File: config.mk
export PLATFORM = sky130hd
export DESIGN_NAME = fifo_sync
export DESIGN_NICKNAME = d
export VERILOG_FILES = /design/src/rtl/fifo_sync_pkg.sv /design/src/rtl/fifo_sync_pdpram.sv /design/src/rtl/fifo_sync.sv
export SDC_FILE = /design/constraint.sdc
export NUM_CORES = 1
export LEC_CHECK = 0
export BUFFER_PORTS_ARGS = -buffer_cell sky130_fd_sc_hd__buf_2
export CORE_ASPECT_RATIO = 2
export CORE_UTILIZATION = 50
export DETAILED_ROUTE_END_ITERATION = 8
export PLACE_DENSITY = 0.71
export SLEW_MARGIN = 20
export SYNTH_ARGS = -nofsm -noshare
export SYNTH_HDL_FRONTEND = slang
export SYNTH_SLANG_ARGS = --single-unit
File: constraint.sdc
create_clock -name Clock -period 9 [get_ports Clock]
set_input_delay 1.35 -clock Clock [delete_from_list [all_inputs] [get_ports Clock]]
set_output_delay 1.35 -clock Clock [all_outputs]
set_load 0.005 [all_outputs]
File: src/rtl/fifo_sync_pkg.sv
// Shared types for the synchronous FIFO: the bundle of one-cycle error pulses.
package fifo_sync_pkg;

    typedef struct packed {
        logic overflow;
        logic underflow;
    } fifo_err_t;

endpackage

File: src/rtl/fifo_sync_pdpram.sv
// Pseudo-dual-port RAM: one write port, one registered read port with a
// read-valid strobe. Storage is not reset; only the read register is.
module PseudoDualPortRAM #(
    parameter int ADDRESS_WIDTH = 4,
    parameter int DATA_WIDTH    = 8
) (
    input  logic                     i_wclk,
    input  logic                     i_rclk,
    input  logic                     i_rst_n,
    input  logic                     i_we,
    input  logic [ADDRESS_WIDTH-1:0] i_waddr,
    input  logic [DATA_WIDTH-1:0]    i_wdata,
    input  logic                     i_re,
    input  logic [ADDRESS_WIDTH-1:0] i_raddr,
    output logic [DATA_WIDTH-1:0]    o_rdata,
    output logic                     o_rvalid
);
    localparam int DEPTH = 2 ** ADDRESS_WIDTH;

    logic [DATA_WIDTH-1:0] r_mem [DEPTH];
    logic [DATA_WIDTH-1:0] r_rdata;
    logic                  r_rvalid;

    always_ff @(posedge i_wclk) begin
        if (i_we)
            r_mem[i_waddr] <= i_wdata;
    end

    // Read data holds its last value when no read is issued.
    always_ff @(posedge i_rclk or negedge i_rst_n) begin
        if (!i_rst_n) begin
            r_rdata  <= '0;
            r_rvalid <= 1'b0;
        end else begin
            r_rvalid <= i_re;
            if (i_re)
                r_rdata <= r_mem[i_raddr];
        end
    end

    assign o_rdata  = r_rdata;
    assign o_rvalid = r_rvalid;

endmodule

File: src/rtl/fifo_sync.sv
// Single-clock FIFO: wrap-bit pointers around a pseudo-dual-port RAM, with
// flags and count derived directly from the registered pointers.
module fifo_sync
    import fifo_sync_pkg::*;
#(
    parameter int ADDRESS_WIDTH = 4,
    parameter int DATA_WIDTH    = 8
) (
    input  logic                   Clock,
    input  logic                   Reset,
    input  logic                   WriteEnable_i,
    input  logic [DATA_WIDTH-1:0]  Data_i,
    input  logic                   ReadEnable_i,
    output logic [DATA_WIDTH-1:0]  Data_o,
    output logic                   Valid_o,
    output logic                   Full_o,
    output logic                   Empty_o,
    output logic [ADDRESS_WIDTH:0] Count_o,
    output logic                   Overflow_o,
    output logic                   Underflow_o
);
    localparam int PW = ADDRESS_WIDTH + 1;

    logic [PW-1:0] r_wptr;
    logic [PW-1:0] r_rptr;
    fifo_err_t     r_err;

    logic w_full;
    logic w_empty;
    logic w_wr_acc;
    logic w_rd_acc;

    assign w_empty  = (r_wptr == r_rptr);
    assign w_full   = (r_wptr[ADDRESS_WIDTH-1:0] == r_rptr[ADDRESS_WIDTH-1:0]) &&
                      (r_wptr[ADDRESS_WIDTH] != r_rptr[ADDRESS_WIDTH]);
    // Gating on the flags also keeps read and write addresses apart.
    assign w_wr_acc = WriteEnable_i && !w_full;
    assign w_rd_acc = ReadEnable_i && !w_empty;

    always_ff @(posedge Clock or negedge Reset) begin
        if (!Reset) begin
            r_wptr <= '0;
            r_rptr <= '0;
            r_err  <= '0;
        end else begin
            if (w_wr_acc)
                r_wptr <= r_wptr + PW'(1);
            if (w_rd_acc)
                r_rptr <= r_rptr + PW'(1);
            r_err.overflow  <= WriteEnable_i && w_full;
            r_err.underflow <= ReadEnable_i && w_empty;
        end
    end

    PseudoDualPortRAM #(
        .ADDRESS_WIDTH (ADDRESS_WIDTH),
        .DATA_WIDTH    (DATA_WIDTH)
    ) u_ram (
        .i_wclk   (Clock),
        .i_rclk   (Clock),
        .i_rst_n  (Reset),
        .i_we     (w_wr_acc),
        .i_waddr  (r_wptr[ADDRESS_WIDTH-1:0]),
        .i_wdata  (Data_i),
        .i_re     (w_rd_acc),
        .i_raddr  (r_rptr[ADDRESS_WIDTH-1:0]),
        .o_rdata  (Data_o),
        .o_rvalid (Valid_o)
    );

    assign Full_o      = w_full;
    assign Empty_o     = w_empty;
    assign Count_o     = r_wptr - r_rptr;
    assign Overflow_o  = r_err.overflow;
    assign Underflow_o = r_err.underflow;

endmodule

### Yosys cells after proc, flatten, opt, wreduce, memory -nomap -nowiden

Memory sizes are Yosys's and may differ from the RTL's. A register that Yosys moved wholly into a read port is not among the register bits.
Index checks and enable logic that the tools add are counted.

| word-level totals | value |
|---|---|
| flip-flop bits (word level) | 13 |
| memory bits (writable) | 128 |
| input bits | 12 |
| output and inout port bits | 18 |
| word-level logic and storage cells | 22 |
| memories kept | 1 |

Memory list:

| name | words | width | rd ports | clocked after memory_dff | write ports | line | RTL |
|---|---|---|---|---|---|---|---|
| u_ram.r_mem | 16 | 8 | 1 | 1 | 1 | fifo_sync_pdpram.sv:20 | `logic [DATA_WIDTH-1:0] r_mem [DEPTH];` |

| cells by class | value |
|---|---|
| add/sub/neg operators | 3 |
| eq/ne operators | 3 |
| mux-type cells | 2 |
| reduce and logical (&&, ||, !) cells | 8 |

Operators with widths:

| cell | count |
|---|---|
| adder 5 x 1 -> 5 bit, second input constant | 2 |
| == test 5 bit | 1 |
| logical AND 1 bit | 5 |
| subtractor 5 bit | 1 |
| == test 4 bit | 1 |
| zero test 1 bit | 3 |
| two-way mux 1 bit | 2 |
| inequality test 1 bit | 1 |

### Logic depth before layout (Yosys ltp)

| logic depth | value |
|---|---|
| depth after elaboration | 6 |
| depth in mapped cells | 9 |
| depth with buffers taken out | 7 |

### Modules after synthesis

Synthesis repeated with hierarchy kept, for this count alone.

| unflattened totals | value |
|---|---|
| cell total of the unflattened synthesis | 305 |
| area total of the unflattened synthesis | 6,055.8 um^2 |

Modules (own cells, without submodules):

| module | instances | cells each | area each (um^2) | sequential area each (um^2) |
|---|---|---|---|---|
| PseudoDualPortRAM | 1 | 241 | 5,356.4 | 4,068.9 |
| fifo_sync | 1 | 64 | 699.4 | 300.3 |

### Worst setup path after synthesis

Ideal clock, no wire load.

| path | value |
|---|---|
| kind | reg2out |
| start point | register r_rptr[2] |
| end point | output Count_o[4] |
| data arrival time | 1.662 ns |
| data required time | 7.650 ns |
| path slack | 5.988 ns |
| cell stages (with the launch flop) | 8 |
| buffers on the path | 2 |
| path through | dfrtp_1 -> clkbuf_8 -> clkbuf_1 -> inv_1 -> ha_1 -> a21o_1 -> a21oi_1 -> xnor2_1 |

| between the ends | value |
|---|---|
| word-level cells in the longest chain between the ends | 1 |

Ends and longest elaborated chain:

| item | line | RTL |
|---|---|---|
| from (decl) | fifo_sync.sv:25 | `logic [PW-1:0] r_rptr;` |
| from (signal assigned) | fifo_sync.sv:49 | `r_rptr <= r_rptr + PW'(1);` |
| subtractor 5 bit | fifo_sync.sv:73 | `assign Count_o = r_wptr - r_rptr;` |
| to (decl) | fifo_sync.sv:18 | `output logic [ADDRESS_WIDTH:0] Count_o,` |

No other way between the ends.

### Worst setup path in the final report

| path | value |
|---|---|
| start point | register r_rptr[0] |
| end point | output Count_o[4] |

The elaborated chain is that of the path after synthesis.

==> flow_metrics.py <==
metrics = {
    "setup_path": {
        "ff2ff_path_depth": 6,
        "crit_path_cell_trace": "buf_4 > ha_1 > inv_1 > fa_1 > a21o_1 > a21oi_1 > xnor2_1 > buf_2",
        "worst-r2r-setup-slack_ns": 5.82,
        "critPathSlowestCell": "sky130_fd_sc_hd__buf_4",
        "cp-startpoint": "r_rptr[0]$_DFFE_PN0P_",
        "critPathMaxFanout": 36,
        "regToRegStartpoint": "r_rptr[0]$_DFFE_PN0P_",
        "cp_data_arrival_time_ns": 2.67,
        "end_kind": "primary output",
        "critical-path-max-stage-delay_ns": 0.49,
        "setup.worst_path.end": "Count_o[4]",
        "crit-reg2reg-capture": "u_ram.r_mem[11][3]$_DFFE_PP_",
        "crit_path_start_kind": "register",
        "worst_ep_required_time_ns": 7.65,
        "critPathKind": "reg -> out",
    },
    "synth": {
        "yosys.cell_types.count": 30,
        "synth_warnings": 0,
        "async_flop_share": 0.1409,
        "synth.area.top_cells": "sky130_fd_sc_hd__edfxtp_1 (64%), sky130_fd_sc_hd__dfrtp_1 (8.8%), sky130_fd_sc_hd__mux4_1 (8.8%)",
        "syn-cell-area_mm2": 0.005988,
        "synth_area_per_cell_um2": 19.76,
        "synthDominantAreaCellType": "sky130_fd_sc_hd__edfxtp_1",
        "yosys_register_bits": 149,
        "net_count_of_the_mapped_netlist": 325,
        "yosys.area.top_type_share": 0.6419,
        "synth_enable_flop_cells": 128,
        "yosysSeqAreaShare": 0.7296,
        "synthCells": 303,
        "synthMostInstantiatedCell": "sky130_fd_sc_hd__edfxtp_1",
        "post_synth_most_frequent_cells": "sky130_fd_sc_hd__edfxtp_1 (128), sky130_fd_sc_hd__dfrtp_1 (21), sky130_fd_sc_hd__mux4_1 (20)",
        "ys_dominant_reg_cell": "sky130_fd_sc_hd__edfxtp_1",
    },
    "placement": {
        "placedInstanceArea_mm2": 0.006265,
        "dpl.hpwl_um": 7825,
        "post-place-cells": 468,
        "finalWeightedCongestion": 0.8050,
        "port-buffer-count": 29,
    },
    "grt": {
        "global_route_wire_length_before_repair_um": 17320,
        "grt.overflow.total": 0,
        "antenna_found_initial": 0,
        "grt_pass1_vias": 2997,
        "gr-usage-all-layers": 0.2006,
        "largest_net_degree_at_the_start_of_global_routing": 37,
    },
    "clocking": {
        "post_cts_buffers": 0,
        "cts_inserted_buffers": 25,
        "level_count_of_the_clock_h_tree": 4,
        "cts_root_buf": "sky130_fd_sc_hd__clkbuf_16",
        "clkLatencyLatePin_ns": 0.46,
        "post_cts_resize_count": 0,
        "clock_tree.buffer_depth": 3,
        "worst_setup_hold_path_clk_slew_ns": 0.05,
        "clock_tree_from_tritoncts": "done",
        "cts.sinks": 149,
        "cts_hold_repair.buffers": 0,
    },
    "floorplan": {
        "floorplan.die.height_um": 156.8,
        "die_width_um": 79.39,
        "core_area_mm2": 0.01170,
        "floorplan.io_pins": 30,
        "initial_core_util": 0.5118,
        "fp.dieArea_mm2": 0.01244,
        "placementRows": 56,
    },
    "timing": {
        "grt_setup_unrepaired": "no",
        "report.final.setup_viol": 0,
        "setup-tns-final_ns": 0,
        "finalCritPeriodShare": 0.4467,
        "slew_viol_final": 0,
        "min_period_ns": 4.021,
        "maxClockFrequency_mhz": 248.7,
        "final-hold-violation-count": 0,
        "timing_worst_slew_pin_value_ns": 0.9829,
        "worst_slew_margin_rel": 0.3423,
        "fin_skew_ns": 0.01100,
    },
    "detailed_routing": {
        "drt.antenna.violating_nets": 0,
        "dr.pass1.iters": 4,
        "route.final.wire_length_um": 11430,
        "routedWlPerCell_um": 22.82,
        "vias": 2903,
        "vias_per_cell": 5.794,
        "drt_iter0_drc": 274,
        "detail_route.drc_violations": 0,
    },
    "pwr": {
        "power.density_cell_area_mw_per_mm2": 343.2,
        "static_power_due_to_leakage_nw": 2.464,
        "max_rail_drop_vdd_mv": 0.2643,
    },
    "job": {
        "maximum_capacitance_violations": 0,
    },
    "outcome": {
        "status": "completed",
    },
    "cells_and_area": {
        "area.growth.synth_to_final_pct": 16.17,
        "final_area_mm2": 0.006957,
        "instances_no_fill": 501,
        "nNetsFinal": 372,
        "fillCellCount": 829,
        "antennaDiodeCount": 0,
        "layout-drive-gt1-share": 0.2388,
    },
    "hold_path": {
        "timing.hold.worst.class": "reg -> reg",
    },
}
==> critical path, delay by kind of cell, from the launching register on <==
kind | cells | cell delay (ns)
buffers and inverters | 3 | 0.68
AOI/OAI and AO/OA | 2 | 0.36
DFF | 1 | 0.33
xor gates and xnor gates | 1 | 0.14
adders and majority gates | 2 | 0.68
==> worst min path at each step <==
| stage | startpoint | end | slack (ns) | cells past startpoint |
|---|---|---|---|---|
| after global routing | r_rptr[4]$_DFFE_PN0P_ | r_rptr[4]$_DFFE_PN0P_ | 0.57 | 1 |
| after global placement | r_rptr[4]$_DFFE_PN0P_ | r_rptr[4]$_DFFE_PN0P_ | 0.52 | 1 |
| after CTS | r_rptr[4]$_DFFE_PN0P_ | r_rptr[4]$_DFFE_PN0P_ | 0.54 | 1 |
| final | r_rptr[4]$_DFFE_PN0P_ | r_rptr[4]$_DFFE_PN0P_ | 0.54 | 1 |
| after floorplan | r_rptr[4]$_DFFE_PN0P_ | r_rptr[4]$_DFFE_PN0P_ | 0.50 | 1 |
| after detailed placement | r_rptr[4]$_DFFE_PN0P_ | r_rptr[4]$_DFFE_PN0P_ | 0.53 | 1 |
==> kinds of logic after synthesis <==
logic type / after synthesis / synth area share
mux: 40 / 0.1479
buf+inv: 21 / 0.01964
compound gates: 33 / 0.03322
simple gates: 37 / 0.02842
flops: 149 / 0.7296
fa+ha+maj: 10 / 0.02215
xor+xnor: 13 / 0.01901
==> metal layers <==
metal | GRT usage | wire length [µm] | vias up
met1 | 0.2155 | 4076 | 1464
met5 | 0 | 0 | -
li1 | - | - | 1324
met2 | 0.3629 | 6622 | 96
met3 | 0.04723 | 462 | 19
met4 | 0.09437 | 270 | 0
==> state kept, by name, summed over array words and instances, names as in the netlist <==
register / flops
Overflow_o: 1
r_wptr: 5
u_ram.o_rvalid: 1
u_ram.o_rdata: 8
r_rptr: 5
u_ram.r_mem: 128
Underflow_o: 1
==> layout by cell type (no fill, tap or decap), types with 2 or more instances in the layout <==
cell type | Yosys | final
sky130_fd_sc_hd__edfxtp_1 | 128 | 128
sky130_fd_sc_hd__buf_2 | 2 | 29
sky130_fd_sc_hd__clkbuf_16 | 0 | 25
sky130_fd_sc_hd__dfrtp_1 | 21 | 20
sky130_fd_sc_hd__mux4_1 | 20 | 20
sky130_fd_sc_hd__o22ai_1 | 16 | 16
sky130_fd_sc_hd__nor2_1 | 13 | 13
sky130_fd_sc_hd__mux4_2 | 12 | 12
sky130_fd_sc_hd__xnor2_1 | 10 | 10
sky130_fd_sc_hd__a21oi_1 | 10 | 10
sky130_fd_sc_hd__nand2_1 | 10 | 10
sky130_fd_sc_hd__ha_1 | 9 | 9
sky130_fd_sc_hd__inv_1 | 8 | 8
sky130_fd_sc_hd__mux2_2 | 8 | 8
sky130_fd_sc_hd__clkinv_1 | 0 | 6
sky130_fd_sc_hd__nand4_1 | 5 | 5
sky130_fd_sc_hd__nor3_2 | 0 | 4
sky130_fd_sc_hd__xor2_1 | 3 | 3
sky130_fd_sc_hd__buf_4 | 1 | 3
sky130_fd_sc_hd__a21o_1 | 2 | 2
sky130_fd_sc_hd__nand2b_1 | 2 | 2
sky130_fd_sc_hd__o21ai_0 | 2 | 2
==> through the flow <==
step	power, mW	utilization	setup slack [ns]	hold WS, ns
floorplan	1.409	-	5.988	0.5013
global placement	1.597	0.5345	5.499	0.5243
detailed placement	1.617	0.5354	5.424	0.5323
CTS	2.404	0.5937	4.942	0.5436
global route	2.496	0.5945	4.830	0.5725
finish	2.388	0.5945	4.979	0.5433
==> final cells by class <==
| cell class | instances | area, µm² | share of cell area |
|---|---|---|---|
| well taps | 145 | 181.4 | 0.02608 |
| clock buffers | 26 | 629.4 | 0.09047 |
| flip-flops and latches | 149 | 4370 | 0.6282 |
| multi-input cells | 133 | 1521 | 0.2187 |
| inverters | 9 | 33.78 | 0.004856 |
| repair buffers | 32 | 167.7 | 0.02410 |
| clock inverters | 7 | 52.55 | 0.007554 |
==> where the power goes <==
part	switching [mW]	internal, mW
sequential	0.0624	0.856
clock	0.268	0.520
combinational	0.367	0.315
Power figures use the tool's default switching activity.
